--- src/rtl/shift_arbiter_if.sv ---
// Handshake bundle between two shift requesters, the arbiter and the result consumer.
// The arbiter uses the slave view; the environment driving requests uses the master view.
interface shift_arbiter_if;
    logic        i_req0_valid;
    logic        o_req0_ready;
    logic [31:0] i_req0_a;
    logic [31:0] i_req0_b;
    logic [1:0]  i_req0_mode;

    logic        i_req1_valid;
    logic        o_req1_ready;
    logic [31:0] i_req1_a;
    logic [31:0] i_req1_b;
    logic [1:0]  i_req1_mode;

    logic        o_rsp_valid;
    logic        i_rsp_ready;
    logic        o_rsp_id;
    logic [31:0] o_rsp_data;

    modport slave (
        input  i_req0_valid, i_req0_a, i_req0_b, i_req0_mode,
        input  i_req1_valid, i_req1_a, i_req1_b, i_req1_mode,
        input  i_rsp_ready,
        output o_req0_ready, o_req1_ready,
        output o_rsp_valid, o_rsp_id, o_rsp_data
    );

    modport master (
        output i_req0_valid, i_req0_a, i_req0_b, i_req0_mode,
        output i_req1_valid, i_req1_a, i_req1_b, i_req1_mode,
        output i_rsp_ready,
        input  o_req0_ready, o_req1_ready,
        input  o_rsp_valid, o_rsp_id, o_rsp_data
    );
endinterface

--- src/rtl/shift_arbiter.sv ---
// Round-robin sharing of one combinational 32-bit barrel shifter between two requesters.
// Results are registered with the issuing requester ID and held until consumed.
// Shift modes: 0 = logical left, 1 = logical right, 2 = arithmetic right, 3 = rotate left.
module shift_arbiter #(
    parameter int unsigned CNT_W = 16
) (
    input  logic             i_clk,
    input  logic             i_rst_n,
    shift_arbiter_if.slave   bus,
    output logic             o_busy,
    output logic [CNT_W-1:0] o_issue_cnt
);

    localparam logic [1:0] ModeSll = 2'd0;
    localparam logic [1:0] ModeSrl = 2'd1;
    localparam logic [1:0] ModeSra = 2'd2;
    localparam logic [1:0] ModeRol = 2'd3;

    logic             rsp_valid_q, rsp_valid_d;
    logic             rsp_id_q, rsp_id_d;
    logic [31:0]      rsp_data_q, rsp_data_d;
    logic             last_q, last_d;
    logic [CNT_W-1:0] issue_cnt_q, issue_cnt_d;

    logic        free;
    logic        grant_valid;
    logic        grant_id;
    logic [31:0] sh_a;
    logic [31:0] sh_b;
    logic [1:0]  sh_mode;
    logic [4:0]  sh_amt;
    logic        sh_big;
    logic [63:0] sh_rot;
    logic [31:0] sh_res;

    // Round-robin grant; requests are ignored while reset is asserted.
    always_comb begin
        free        = !rsp_valid_q || bus.i_rsp_ready;
        grant_valid = 1'b0;
        grant_id    = 1'b0;
        if (free && i_rst_n) begin
            if (bus.i_req0_valid && bus.i_req1_valid) begin
                grant_valid = 1'b1;
                grant_id    = ~last_q;
            end else if (bus.i_req0_valid) begin
                grant_valid = 1'b1;
                grant_id    = 1'b0;
            end else if (bus.i_req1_valid) begin
                grant_valid = 1'b1;
                grant_id    = 1'b1;
            end
        end
    end

    // Operand mux from the granted requester and the shared barrel shifter.
    always_comb begin
        sh_a    = grant_id ? bus.i_req1_a    : bus.i_req0_a;
        sh_b    = grant_id ? bus.i_req1_b    : bus.i_req0_b;
        sh_mode = grant_id ? bus.i_req1_mode : bus.i_req0_mode;
        sh_amt  = sh_b[4:0];
        // Any amount of 32 or more saturates the non-rotating shifts.
        sh_big  = |sh_b[31:5];
        sh_rot  = {sh_a, sh_a} << sh_amt;
        sh_res  = '0;
        unique case (sh_mode)
            ModeSll: sh_res = sh_big ? 32'h0 : (sh_a << sh_amt);
            ModeSrl: sh_res = sh_big ? 32'h0 : (sh_a >> sh_amt);
            ModeSra: sh_res = sh_big ? {32{sh_a[31]}} : 32'($signed(sh_a) >>> sh_amt);
            ModeRol: sh_res = sh_rot[63:32];
            default: sh_res = '0;
        endcase
    end

    // Next state of the result slot, round-robin pointer and issue counter.
    always_comb begin
        rsp_valid_d = rsp_valid_q;
        rsp_id_d    = rsp_id_q;
        rsp_data_d  = rsp_data_q;
        last_d      = last_q;
        issue_cnt_d = issue_cnt_q;
        if (grant_valid) begin
            rsp_valid_d = 1'b1;
            rsp_id_d    = grant_id;
            rsp_data_d  = sh_res;
            last_d      = grant_id;
            issue_cnt_d = issue_cnt_q + CNT_W'(1);
        end else if (rsp_valid_q && bus.i_rsp_ready) begin
            rsp_valid_d = 1'b0;
        end
    end

    // State registers; last resets to 1 so requester 0 wins the first contention.
    always_ff @(posedge i_clk or negedge i_rst_n) begin
        if (!i_rst_n) begin
            rsp_valid_q <= 1'b0;
            rsp_id_q    <= 1'b0;
            rsp_data_q  <= 32'h0;
            last_q      <= 1'b1;
            issue_cnt_q <= '0;
        end else begin
            rsp_valid_q <= rsp_valid_d;
            rsp_id_q    <= rsp_id_d;
            rsp_data_q  <= rsp_data_d;
            last_q      <= last_d;
            issue_cnt_q <= issue_cnt_d;
        end
    end

    // Output drive.
    always_comb begin
        bus.o_req0_ready = grant_valid && !grant_id;
        bus.o_req1_ready = grant_valid && grant_id;
        bus.o_rsp_valid  = rsp_valid_q;
        bus.o_rsp_id     = rsp_id_q;
        bus.o_rsp_data   = rsp_data_q;
        o_busy           = rsp_valid_q;
        o_issue_cnt      = issue_cnt_q;
    end

endmodule

--- src/flat_wrapper.sv ---
// flat-port wrapper written by rule: the top's interface ports become plain ports
module shift_arbiter_flat 
#(
    parameter int unsigned CNT_W = 16
)
  (i_clk, i_rst_n, o_busy, o_issue_cnt, bus_i_req0_valid, bus_i_req0_a, bus_i_req0_b, bus_i_req0_mode, bus_i_req1_valid, bus_i_req1_a, bus_i_req1_b, bus_i_req1_mode, bus_i_rsp_ready, bus_o_req0_ready, bus_o_req1_ready, bus_o_rsp_valid, bus_o_rsp_id, bus_o_rsp_data);
  shift_arbiter_if bus_i ();
  input  logic i_clk;
  input  logic i_rst_n;
  output logic o_busy;
  output logic [CNT_W-1:0] o_issue_cnt;
  input wire logic [$bits(bus_i.i_req0_valid)-1:0] bus_i_req0_valid;
  input wire logic [$bits(bus_i.i_req0_a)-1:0] bus_i_req0_a;
  input wire logic [$bits(bus_i.i_req0_b)-1:0] bus_i_req0_b;
  input wire logic [$bits(bus_i.i_req0_mode)-1:0] bus_i_req0_mode;
  input wire logic [$bits(bus_i.i_req1_valid)-1:0] bus_i_req1_valid;
  input wire logic [$bits(bus_i.i_req1_a)-1:0] bus_i_req1_a;
  input wire logic [$bits(bus_i.i_req1_b)-1:0] bus_i_req1_b;
  input wire logic [$bits(bus_i.i_req1_mode)-1:0] bus_i_req1_mode;
  input wire logic [$bits(bus_i.i_rsp_ready)-1:0] bus_i_rsp_ready;
  output wire logic [$bits(bus_i.o_req0_ready)-1:0] bus_o_req0_ready;
  output wire logic [$bits(bus_i.o_req1_ready)-1:0] bus_o_req1_ready;
  output wire logic [$bits(bus_i.o_rsp_valid)-1:0] bus_o_rsp_valid;
  output wire logic [$bits(bus_i.o_rsp_id)-1:0] bus_o_rsp_id;
  output wire logic [$bits(bus_i.o_rsp_data)-1:0] bus_o_rsp_data;
  assign bus_i.i_req0_valid = bus_i_req0_valid;
  assign bus_i.i_req0_a = bus_i_req0_a;
  assign bus_i.i_req0_b = bus_i_req0_b;
  assign bus_i.i_req0_mode = bus_i_req0_mode;
  assign bus_i.i_req1_valid = bus_i_req1_valid;
  assign bus_i.i_req1_a = bus_i_req1_a;
  assign bus_i.i_req1_b = bus_i_req1_b;
  assign bus_i.i_req1_mode = bus_i_req1_mode;
  assign bus_i.i_rsp_ready = bus_i_rsp_ready;
  assign bus_o_req0_ready = bus_i.o_req0_ready;
  assign bus_o_req1_ready = bus_i.o_req1_ready;
  assign bus_o_rsp_valid = bus_i.o_rsp_valid;
  assign bus_o_rsp_id = bus_i.o_rsp_id;
  assign bus_o_rsp_data = bus_i.o_rsp_data;
  shift_arbiter #(.CNT_W(CNT_W)) u_core (.i_clk(i_clk), .i_rst_n(i_rst_n), .bus(bus_i), .o_busy(o_busy), .o_issue_cnt(o_issue_cnt));
endmodule
--- config.mk ---
export PLATFORM = sky130hd
export DESIGN_NAME = shift_arbiter_flat
export DESIGN_NICKNAME = d
export VERILOG_FILES = /design/src/rtl/shift_arbiter_if.sv /design/src/rtl/shift_arbiter.sv /design/src/flat_wrapper.sv
export SDC_FILE = /design/constraint.sdc
export NUM_CORES = 1
export LEC_CHECK = 0
export CORE_MARGIN = 5
export CORE_UTILIZATION = 45
export CTS_CLUSTER_SIZE = 25
export DETAILED_ROUTE_END_ITERATION = 6
export HOLD_SLACK_MARGIN = 0.12
export PLACE_DENSITY = 0.73
export SLEW_MARGIN = 5
export SYNTH_ARGS = -nofsm -noshare
export SYNTH_HDL_FRONTEND = slang
export SYNTH_SLANG_ARGS = --single-unit
--- constraint.sdc ---
create_clock -name i_clk -period 2.33 [get_ports i_clk]
set_clock_uncertainty 0.1 [all_clocks]
set_input_delay 0.3495 -clock i_clk [delete_from_list [all_inputs] [get_ports i_clk]]
set_output_delay 0.3495 -clock i_clk [all_outputs]
set_load 0.01 [all_outputs]
==> results.md, run 1 <==
* Outcome: finished with violations
* Violated checks: negative setup slack
* Setup Viol. Count Final at 32
* Worst slack, placed at -0.984 ns
* Via density at 7.00
* Yosys reg bits at 51
* Crit-path max FO at 6
* Final wirelength at 63700 um
* Max frequency at 365 MHz
* Routed Antenna Nets at 0
* Hold Vio Cnt, Final at 0
* Root Driver: clkbuf_16
* Crit-path slowest cell: dfstp_2
* Fin Setup TNS at -10.69 ns
* Die Ht at 163 um
* Max-slew violations at 0
* Pwr dens at 400 nW/um2
* Die footprint at 26700 um2
* Non-Filler Instances at 2127
* Initial Utilization at 0.453
* Reg2reg setup slack at -0.41 ns
* Commonest non-fill, non-tap cell in the layout: buf_4
* CTS tree: built
* Setup ws final at -0.407 ns
* 1st-iter DRT viols at 2189
* VDD IR max at 0.355 mV
* Netlist cell types at 91
* Clk sinks at 51
* Final period util at 1.17
* Synth Instances at 1194
* Flip-flop and latch area at 1280 um2
* # IOs at 190
* Ratio of cells with drive above 1 in the final layout at 0.544
* Max stage delay on crit path at 0.38 ns
* Critical Path RT at 2.42 ns
* Diode count at 0
* Minimum clock period at 2.74 ns
* Remaining DRCs at 0
* Max_cap viols at 0
* Worst r2r src: u_core.last_q
* Setup CP Type: register to register
* R2R depth at 10
* Setup crit end kind: register
* HPWL after DPL at 48700 um
* # H-tree levels at 2
* Final Net Count at 1945
* Area growth from synthesis to layout at 78.9%
* Clock transition at the registers of the reported paths at 0.08 ns
* Startpoint Class: register
* Synth async-reset ratio at 1.00
* Crit path DAT at 2.82 ns
* Initial antenna violation count at 0
* Post-Syn Area at 10600 um2
* Fin Hold WS at 0.304 ns
* Pin count of the biggest net entering global routing at 52
* CORE AREA at 23300 um2
* Most frequent cells in the layout: buf_4 (438), clkdlybuf4s50_1 (163), mux2i_1 (106)
* RSZ-0062 raised after global routing: yes
* Vias in the first global route at 14400
* CTS buffer count at 5
* Grt total ovfl at 0
* Drt first pass iters at 6
* Global-route wire length before repair at 90800 um
* Synth Area per Inst at 8.86 um2
* Syn Nets at 1332
* Seq/Total Area, Yosys at 0.121
* Cells along the critical path: buf_4 -> a21bo_4 -> buf_6 -> o31ai_4 -> nand2_2 -> buf_4 -> a211o_1 -> a32oi_2 -> o22ai_1 -> o32a_1
* Ys Warns at 0
* EDFF count, synth at 0
* Area of the multi-input gates at 10400 um2
* GPL Wtd Cong at 1.14
* Dpl cell area at 16200 um2
* Clock Latency Late Sink at 0.30 ns
* Wire per inst at 29.9 um
* Die W at 163 um
* Design Area, Final at 18900 um2
* Crit-path most repeated cell: buf_4
* Tightest Pin Transition at 0.726 ns
* Post-synth top flop: dfrtp_1
* Final core occ at 0.811
* Bufs on Longest Clock Path at 2
* Port-buffer cells at 189
* Total power at 7.57 mW
* Leakage at 7.72 nW
* Placed Cells at 2049
* Gr usage total at 0.450
* Worst R2R End: u_core.bus.o_rsp_data[29]
* Placement row count at 56
* Via Count at 14900
* Worst Hold Class: input pin to asynchronous set/reset pin
* Layout fillers at 1482
* Relative slew margins at 0.516
## registers in the layout (all words and copies together) (netlist names)
register,count
u_core.bus.o_rsp_valid,1
u_core.last_q,1
u_core.bus.o_rsp_data,32
u_core.bus.o_rsp_id,1
u_core.o_issue_cnt,16
## worst max-delay path by stage
stage          slack [ns]  cells past startpoint             start                   endpoint
3_3_place_gp        -0.89                     12   bus_i_rsp_ready   u_core.bus.o_rsp_data[1]
2_1_floorplan       -0.08                      9   bus_i_req1_b[0]   u_core.bus.o_rsp_data[4]
3_5_place_dp        -0.98                     10  bus_i_req1_valid   u_core.bus.o_rsp_data[4]
6_report            -0.41                     10     u_core.last_q  u_core.bus.o_rsp_data[29]
5_1_grt             -0.54                     12     u_core.last_q   u_core.bus.o_rsp_data[2]
4_1_cts             -0.32                     11     u_core.last_q   u_core.bus.o_rsp_data[7]
## layout make-up
type | count | share of cell area
Timing Repair Buffer | 717 | 0.348
Multi-Input combinational cell | 1023 | 0.552
Clock inverter | 2 | 0.000860
Tap cell | 319 | 0.0211
Inverter | 9 | 0.00258
Clock buffer | 6 | 0.00734
Sequential cell | 51 | 0.0676
## where the power goes
group	switching (mW)	internal, mW
clock network	0.372	0.431
logic	2.85	2.68
registers	0.166	1.06
## critical path: cells and delay by family (launching register included)
family / cells / cell delay (ns)
AOI/OAI and AO/OA: 6 / 1.52
buffers and inverters: 3 / 0.45
DFF: 1 / 0.38
and+or+nand+nor: 1 / 0.15
## cell usage after synthesis (11+ instances only)
cell	number	area (um2)
a211oi_1	21	158
a21oi_1	51	255
a221oi_1	19	166
a22oi_1	27	203
a31oi_1	34	213
buf_2	49	245
buf_4	20	150
clkbuf_1	33	124
dfrtp_1	50	1250
mux2_2	67	754
mux2i_1	127	1270
mux4_2	85	1910
nand2_1	85	319
nand2b_1	15	93.8
nand3_1	34	170
nand4_1	11	68.8
nor2_1	101	379
nor3_1	27	135
nor4_1	23	144
o211ai_1	27	203
o21ai_0	51	255
o221ai_1	12	105
o22a_1	13	114
o22ai_1	23	144
o311ai_0	14	123
xnor2_1	11	96.3
## cells by family (layout without fill, tap and decap cells)
logic type,after synthesis,after routing,synth area share
simple gates,339,341,0.160
compound gates,385,386,0.268
mux,280,280,0.374
flops,51,51,0.121
fa+ha+maj,1,1,0.00118
xor+xnor,15,15,0.0124
buf+inv,123,734,0.0642
## what timing repair did
item	CTS	global route
gates resized for setup	246	185
setup endpoints to repair	44	37
gates cloned	6	3
hold buffers	0	0
pin swaps	84	71
buffers inserted	45	22
## per-layer routing
metal,wire length [um],vias to the layer above,track usage
met5,0,-,0
met4,6470,0,0.305
met3,7010,356,0.0684
met2,27900,1257,0.720
met1,22300,7158,0.560
li1,-,6119,-
Power figures use the tool's default switching activity.
==> run 2: changes to the inputs <==
Settings changed: CTS_CLUSTER_DIAMETER set to 120, TNS_END_PERCENT set to 1.
==> run 2 against run 1 <==
The flow still finishes with violations (negative setup slack); global-route usage rose by 0.71 points; core utilization fell by 5.5 points; count of clock-buffer cells in the layout fell by 1; combinational power fell by 8.8%; highest routed layer is now met5.
==> results.md, run 2 (same netlist as run 1, synthesis figures left out) <==
* Startpoint Class: input pin
* Setup CP Type: input pin to register
* Relative slew margins at 0.563
* CORE AREA at 23300 um2
* CTS buffer count at 5
* Outcome: finished with violations
* Port-buffer cells at 189
* Hold Vio Cnt, Final at 0
* Max frequency at 355 MHz
* Global-route wire length before repair at 92000 um
* Area growth from synthesis to layout at 66.7%
* Die footprint at 26700 um2
* Gr usage total at 0.457
* Pin count of the biggest net entering global routing at 49
* Final core occ at 0.756
* Met1 usage at 0.559
* Max_cap viols at 0
* Worst Hold Class: register to register
* Crit path DAT at 2.95 ns
* Root Driver: clkbuf_16
* Minimum clock period at 2.82 ns
* Fin Setup TNS at -12.69 ns
* Via density at 6.95
* Wire per inst at 29.8 um
* Final Net Count at 1937
* Met3 Use GR at 0.0767
* Crit-path max FO at 4
* Remaining DRCs at 0
* Clock transition at the registers of the reported paths at 0.08 ns
* Setup ws final at -0.491 ns
* Setup crit end kind: register
* Clock Latency Late Sink at 0.31 ns
* Grt total ovfl at 0
* Most frequent cells in the layout: buf_4 (467), clkdlybuf4s50_1 (167), mux2i_1 (117)
* GPL Wtd Cong at 1.12
* Leakage at 7.33 nW
* Diode count at 0
* Placement row count at 56
* Pwr dens at 402 nW/um2
* Routed Antenna Nets at 0
* Clk sinks at 51
* HPWL after DPL at 50800 um
* # H-tree levels at 2
* Dpl cell area at 16400 um2
* Setup Viol. Count Final at 35
* Initial Utilization at 0.453
* Final period util at 1.21
* Ratio of cells with drive above 1 in the final layout at 0.469
* CTS tree: built
* Design Area, Final at 17600 um2
* GR peak layer: met2
* Die Ht at 163 um
* Non-Filler Instances at 2119
* Drt first pass iters at 6
* Tightest Pin Transition at 0.655 ns
* Initial antenna violation count at 1
* Bufs on Longest Clock Path at 2
* Placed Cells at 2073
* Vias in the first global route at 14600
* Total power at 7.09 mW
* Violated checks: negative setup slack
* Via Count at 14700
* Max-slew violations at 0
* RSZ-0062 raised after global routing: yes
* # IOs at 190
* M2 GR Usage at 0.730
* Die W at 163 um
* Final wirelength at 63200 um
* Critical Path RT at 2.46 ns
* VDD IR max at 0.427 mV
* Max reg flops at 32
* 1st-iter DRT viols at 2266
* Commonest non-fill, non-tap cell in the layout: buf_4
==> run 2: changes by cell type in the layout (fill, tap and decap cells not counted), sizes merged, moves of 2 or more <==
cell / change
dlygate4sd2: -2
clkbuf: -5
buf: -2
dlymetal6s2s: -3
dlygate4sd3: +2
clkdlybuf4s50: +4
==> run 2: layer usage <==
metal | vias to the layer above | wire length (um) | part of all wire
li1 | 6085 | - | -
met1 | 7030 | 22100 | 0.35
met2 | 1243 | 28100 | 0.44
met3 | 358 | 6840 | 0.11
met4 | 2 | 6100 | 0.097
met5 | - | 13 | 0.00021
==> run 2: where the power goes <==
group | total (mW) | leakage (nW) | switching (mW) | internal (mW)
sequential | 1.23 | 0.624 | 0.165 | 1.06
clock | 0.817 | 0.0759 | 0.405 | 0.412
combinational | 5.05 | 6.63 | 2.59 | 2.45
==> run 2: cell type report <==
class                   count  area, um2
repair buffers            712       6360
multi-input cells        1020       9410
flip-flops and latches     51       1280
clock buffers               5        125
fillers                  1655       5700
well taps                 319        399
inverters                   9       38.8
clock inverters             3       28.8
==> run 2: worst paths after layout <==
check,from,end,slack (ns),cells after the start
max in group asynchronous,i_rst_n,u_core.bus.o_rsp_data[2],1.27,3
setup / recovery,bus_i_req0_b[21],u_core.bus.o_rsp_data[3],-0.49,12
setup reg to reg,u_core.last_q,u_core.bus.o_rsp_data[9],-0.45,10
hold reg to reg,u_core.o_issue_cnt[15],u_core.o_issue_cnt[15],0.37,1
min in group asynchronous,i_rst_n,u_core.bus.o_rsp_data[21],0.40,3
hold / removal,u_core.o_issue_cnt[15],u_core.o_issue_cnt[15],0.37,1
==> run 2: per-stage QoR <==
stage	setup WS, ns	hold slack (ns)
finish	-0.491	0.374
floorplan	-0.0884	-0.0461
CTS	-0.320	0.381
detailed placement	-0.963	0.220
global route	-0.573	0.405
global placement	-0.940	0.217
==> run 2: worst max-delay path: stages <==
cell and delay, ns:
clkdlybuf4s50_1 0.39, nor4_1 0.43, nand3_1 0.20, buf_4 0.18, buf_4 0.14, o211ai_1 0.22
o211ai_1 0.28, buf_4 0.23, a31oi_1 0.17, a21oi_2 0.09, buf_4 0.15, o22ai_1 0.11
==> run 2: what timing repair did <==
| action | CTS | global route |
|---|---|---|
| setup endpoints to repair | 42 | 40 |
| hold buffers | 2 | 0 |
| pin swaps | 61 | 16 |
| gates cloned | 5 | 1 |
| endpoints found under the hold margin | 3 | 0 |
| buffers inserted | 26 | 6 |
| gates resized for setup | 158 | 43 |
==> run 3: changes to the inputs <==
Settings changed: CTS_BUF_LIST set to sky130_fd_sc_hd__clkbuf_8.
==> run 3 against run 2 <==
The run ends with design-rule violations, negative setup slack left; via count grew 0.24%; design area grew 0.57%; core utilization grew 0.43 points; hold slack lost 0.013 ns; die area is the same; total power shrank 1.9%; non-clock buffer count grew 4; cell count grew 0.19%; combinational power grew 2%; largest cell class unchanged.
==> results.md, run 3 (same netlist as run 1, synthesis figures left out) <==
* # IOs at 190
* Global-route wire length before repair at 91900 um
* Grt total ovfl at 0
* CTS buffer count at 5
* Port-buffer cells at 189
* Worst r2r src: u_core.last_q
* GPL Wtd Cong at 1.12
* Max frequency at 358 MHz
* Clock transition at the registers of the reported paths at 0.13 ns
* Ratio of cells with drive above 1 in the final layout at 0.475
* Cells along the critical path: a21bo_4 -> buf_4 -> nor4_4 -> buf_4 -> nor4_1 -> buf_4 -> buf_4 -> o211ai_1 -> buf_4 -> o221ai_4 -> o41ai_2 -> a31oi_1
* HPWL after DPL at 50800 um
* Layout fillers at 1636
* # H-tree levels at 2
* Critical Path RT at 2.44 ns
* Met3 Wirelength at 6900 um
* Relative slew margins at 0.482
* Max stage delay on crit path at 0.42 ns
* Pwr dens at 392 nW/um2
* VDD IR max at 0.329 mV
* Worst slack, placed at -0.963 ns
* Setup Viol. Count Final at 33
* Worst R2R End: u_core.bus.o_rsp_data[2]
* Bufs on Longest Clock Path at 2
* Routed wl met2 at 28100 um
* Setup CP Type: register to register
* WP buf/inv at 5
* Max_cap viols at 0
* Non-Filler Instances at 2123
* Via Count at 14800
* Initial Utilization at 0.453
* Crit path DAT at 2.90 ns
* Gr usage total at 0.455
* Diode count at 0
* Setup crit end kind: register
* Die Ht at 163 um
* Clk sinks at 51
* Max-slew violations at 0
* Final period util at 1.20
* Crit-path most repeated cell: buf_4
* Placement row count at 56
* Violated checks: design-rule violations, negative setup slack
* Leakage at 7.37 nW
* CP top delay family: compound AO/OA/AOI/OAI gates
* Crit-path slowest cell: dfstp_2
* Placed Cells at 2073
* Reg2reg setup slack at -0.46 ns
* Remaining DRCs at 7
* 1st-iter DRT viols at 2349
* Final wirelength at 63100 um
* Met1 wire length at 22000 um
* R2R depth at 12
* Die W at 163 um
* Max reg flops at 32
* Outcome: finished with violations
* Most frequent cells in the layout: buf_4 (461), clkdlybuf4s50_1 (172), mux2i_1 (114)
* Root Driver: clkbuf_8
* Commonest non-fill, non-tap cell in the layout: buf_4
* CORE AREA at 23300 um2
* CTS tree: built
* Pin count of the biggest net entering global routing at 49
* RSZ-0062 raised after global routing: yes
* Via density at 6.95
* Initial antenna violation count at 0
* Uppermost layer routed: met4
* Worst Hold Class: input pin to asynchronous set/reset pin
* Area growth from synthesis to layout at 67.6%
* Minimum clock period at 2.79 ns
* Die footprint at 26700 um2
* Setup ws final at -0.462 ns
* Wire per inst at 29.7 um
* Crit-path max FO at 5
* Routed Antenna Nets at 0
* Vias in the first global route at 14500
* Final Net Count at 1941
* Clock Latency Late Sink at 0.34 ns
* Drt first pass iters at 7
* Tightest Pin Transition at 0.755 ns
* Startpoint Class: register
* Hold Vio Cnt, Final at 0
## run 3: how the worst max path moves through the flow
stage / start / endpoint / cells after the start
after global placement: bus_i_req1_valid / u_core.bus.o_rsp_data[3] / 10
after floorplan: bus_i_req1_b[0] / u_core.bus.o_rsp_data[4] / 9
after global routing: u_core.last_q / u_core.bus.o_rsp_data[2] / 12
final: u_core.last_q / u_core.bus.o_rsp_data[2] / 12
after CTS: u_core.last_q / u_core.bus.o_rsp_data[10] / 11
after detailed placement: bus_i_req1_valid / u_core.bus.o_rsp_data[3] / 10
## run 3: worst register-to-register path, cell delays in order (launching register included)
cell      delay, ns
dfstp_2        0.42
a21bo_4        0.25
buf_4          0.16
nor4_4         0.34
buf_4          0.20
nor4_1         0.06
buf_4          0.18
buf_4          0.14
o211ai_1       0.08
buf_4          0.17
o221ai_4       0.12
o41ai_2        0.37
a31oi_1        0.07
## run 3: what timing repair did
item | 4_1_cts | 5_1_grt
setup buffers | 28 | 7
pin swaps | 50 | 40
cloned | 5 | 0
gates resized for setup | 147 | 75
hold buffers | 2 | 0
setup endpoints to repair | 41 | 39
hold endpoints to repair | 3 | 0
## run 3: area by class of cell
| cell class | instances | area (um2) | area share |
|---|---|---|---|
| Multi-Input combinational cell | 1020 | 9470 | 0.534 |
| Tap cell | 319 | 399 | 0.0225 |
| Clock buffer | 5 | 68.8 | 0.00388 |
| Clock inverter | 3 | 28.8 | 0.00162 |
| Timing Repair Buffer | 716 | 6450 | 0.364 |
| Inverter | 9 | 38.8 | 0.00219 |
| Sequential cell | 51 | 1280 | 0.0720 |
## run 3: where the power goes
part / internal, mW / switching (mW)
registers: 1.06 / 0.163
clock network: 0.224 / 0.376
logic: 2.50 / 2.63
## run 3: per-layer routing
| metal | GRT usage | up-vias |
|---|---|---|
| met2 | 0.731 | 1261 |
| met3 | 0.0858 | 375 |
| met1 | 0.554 | 7023 |
| met4 | 0.311 | 0 |
| li1 | - | 6095 |
| met5 | 0 | - |
## run 3: stage by stage
stage                     power, mW  utilization  hold slack, ns  setup TNS (ns)  instance area, um2
final                          6.95        0.760           0.361          -11.82               17700
after global routing           7.14        0.760           0.408          -13.39               17700
after CTS                      6.63        0.744           0.373           -9.21               17400
after detailed placement       5.73        0.701           0.220          -32.60               16400
after global placement         5.66        0.701           0.217          -30.39               16400
after floorplan                3.21            -         -0.0461           -1.11               10700
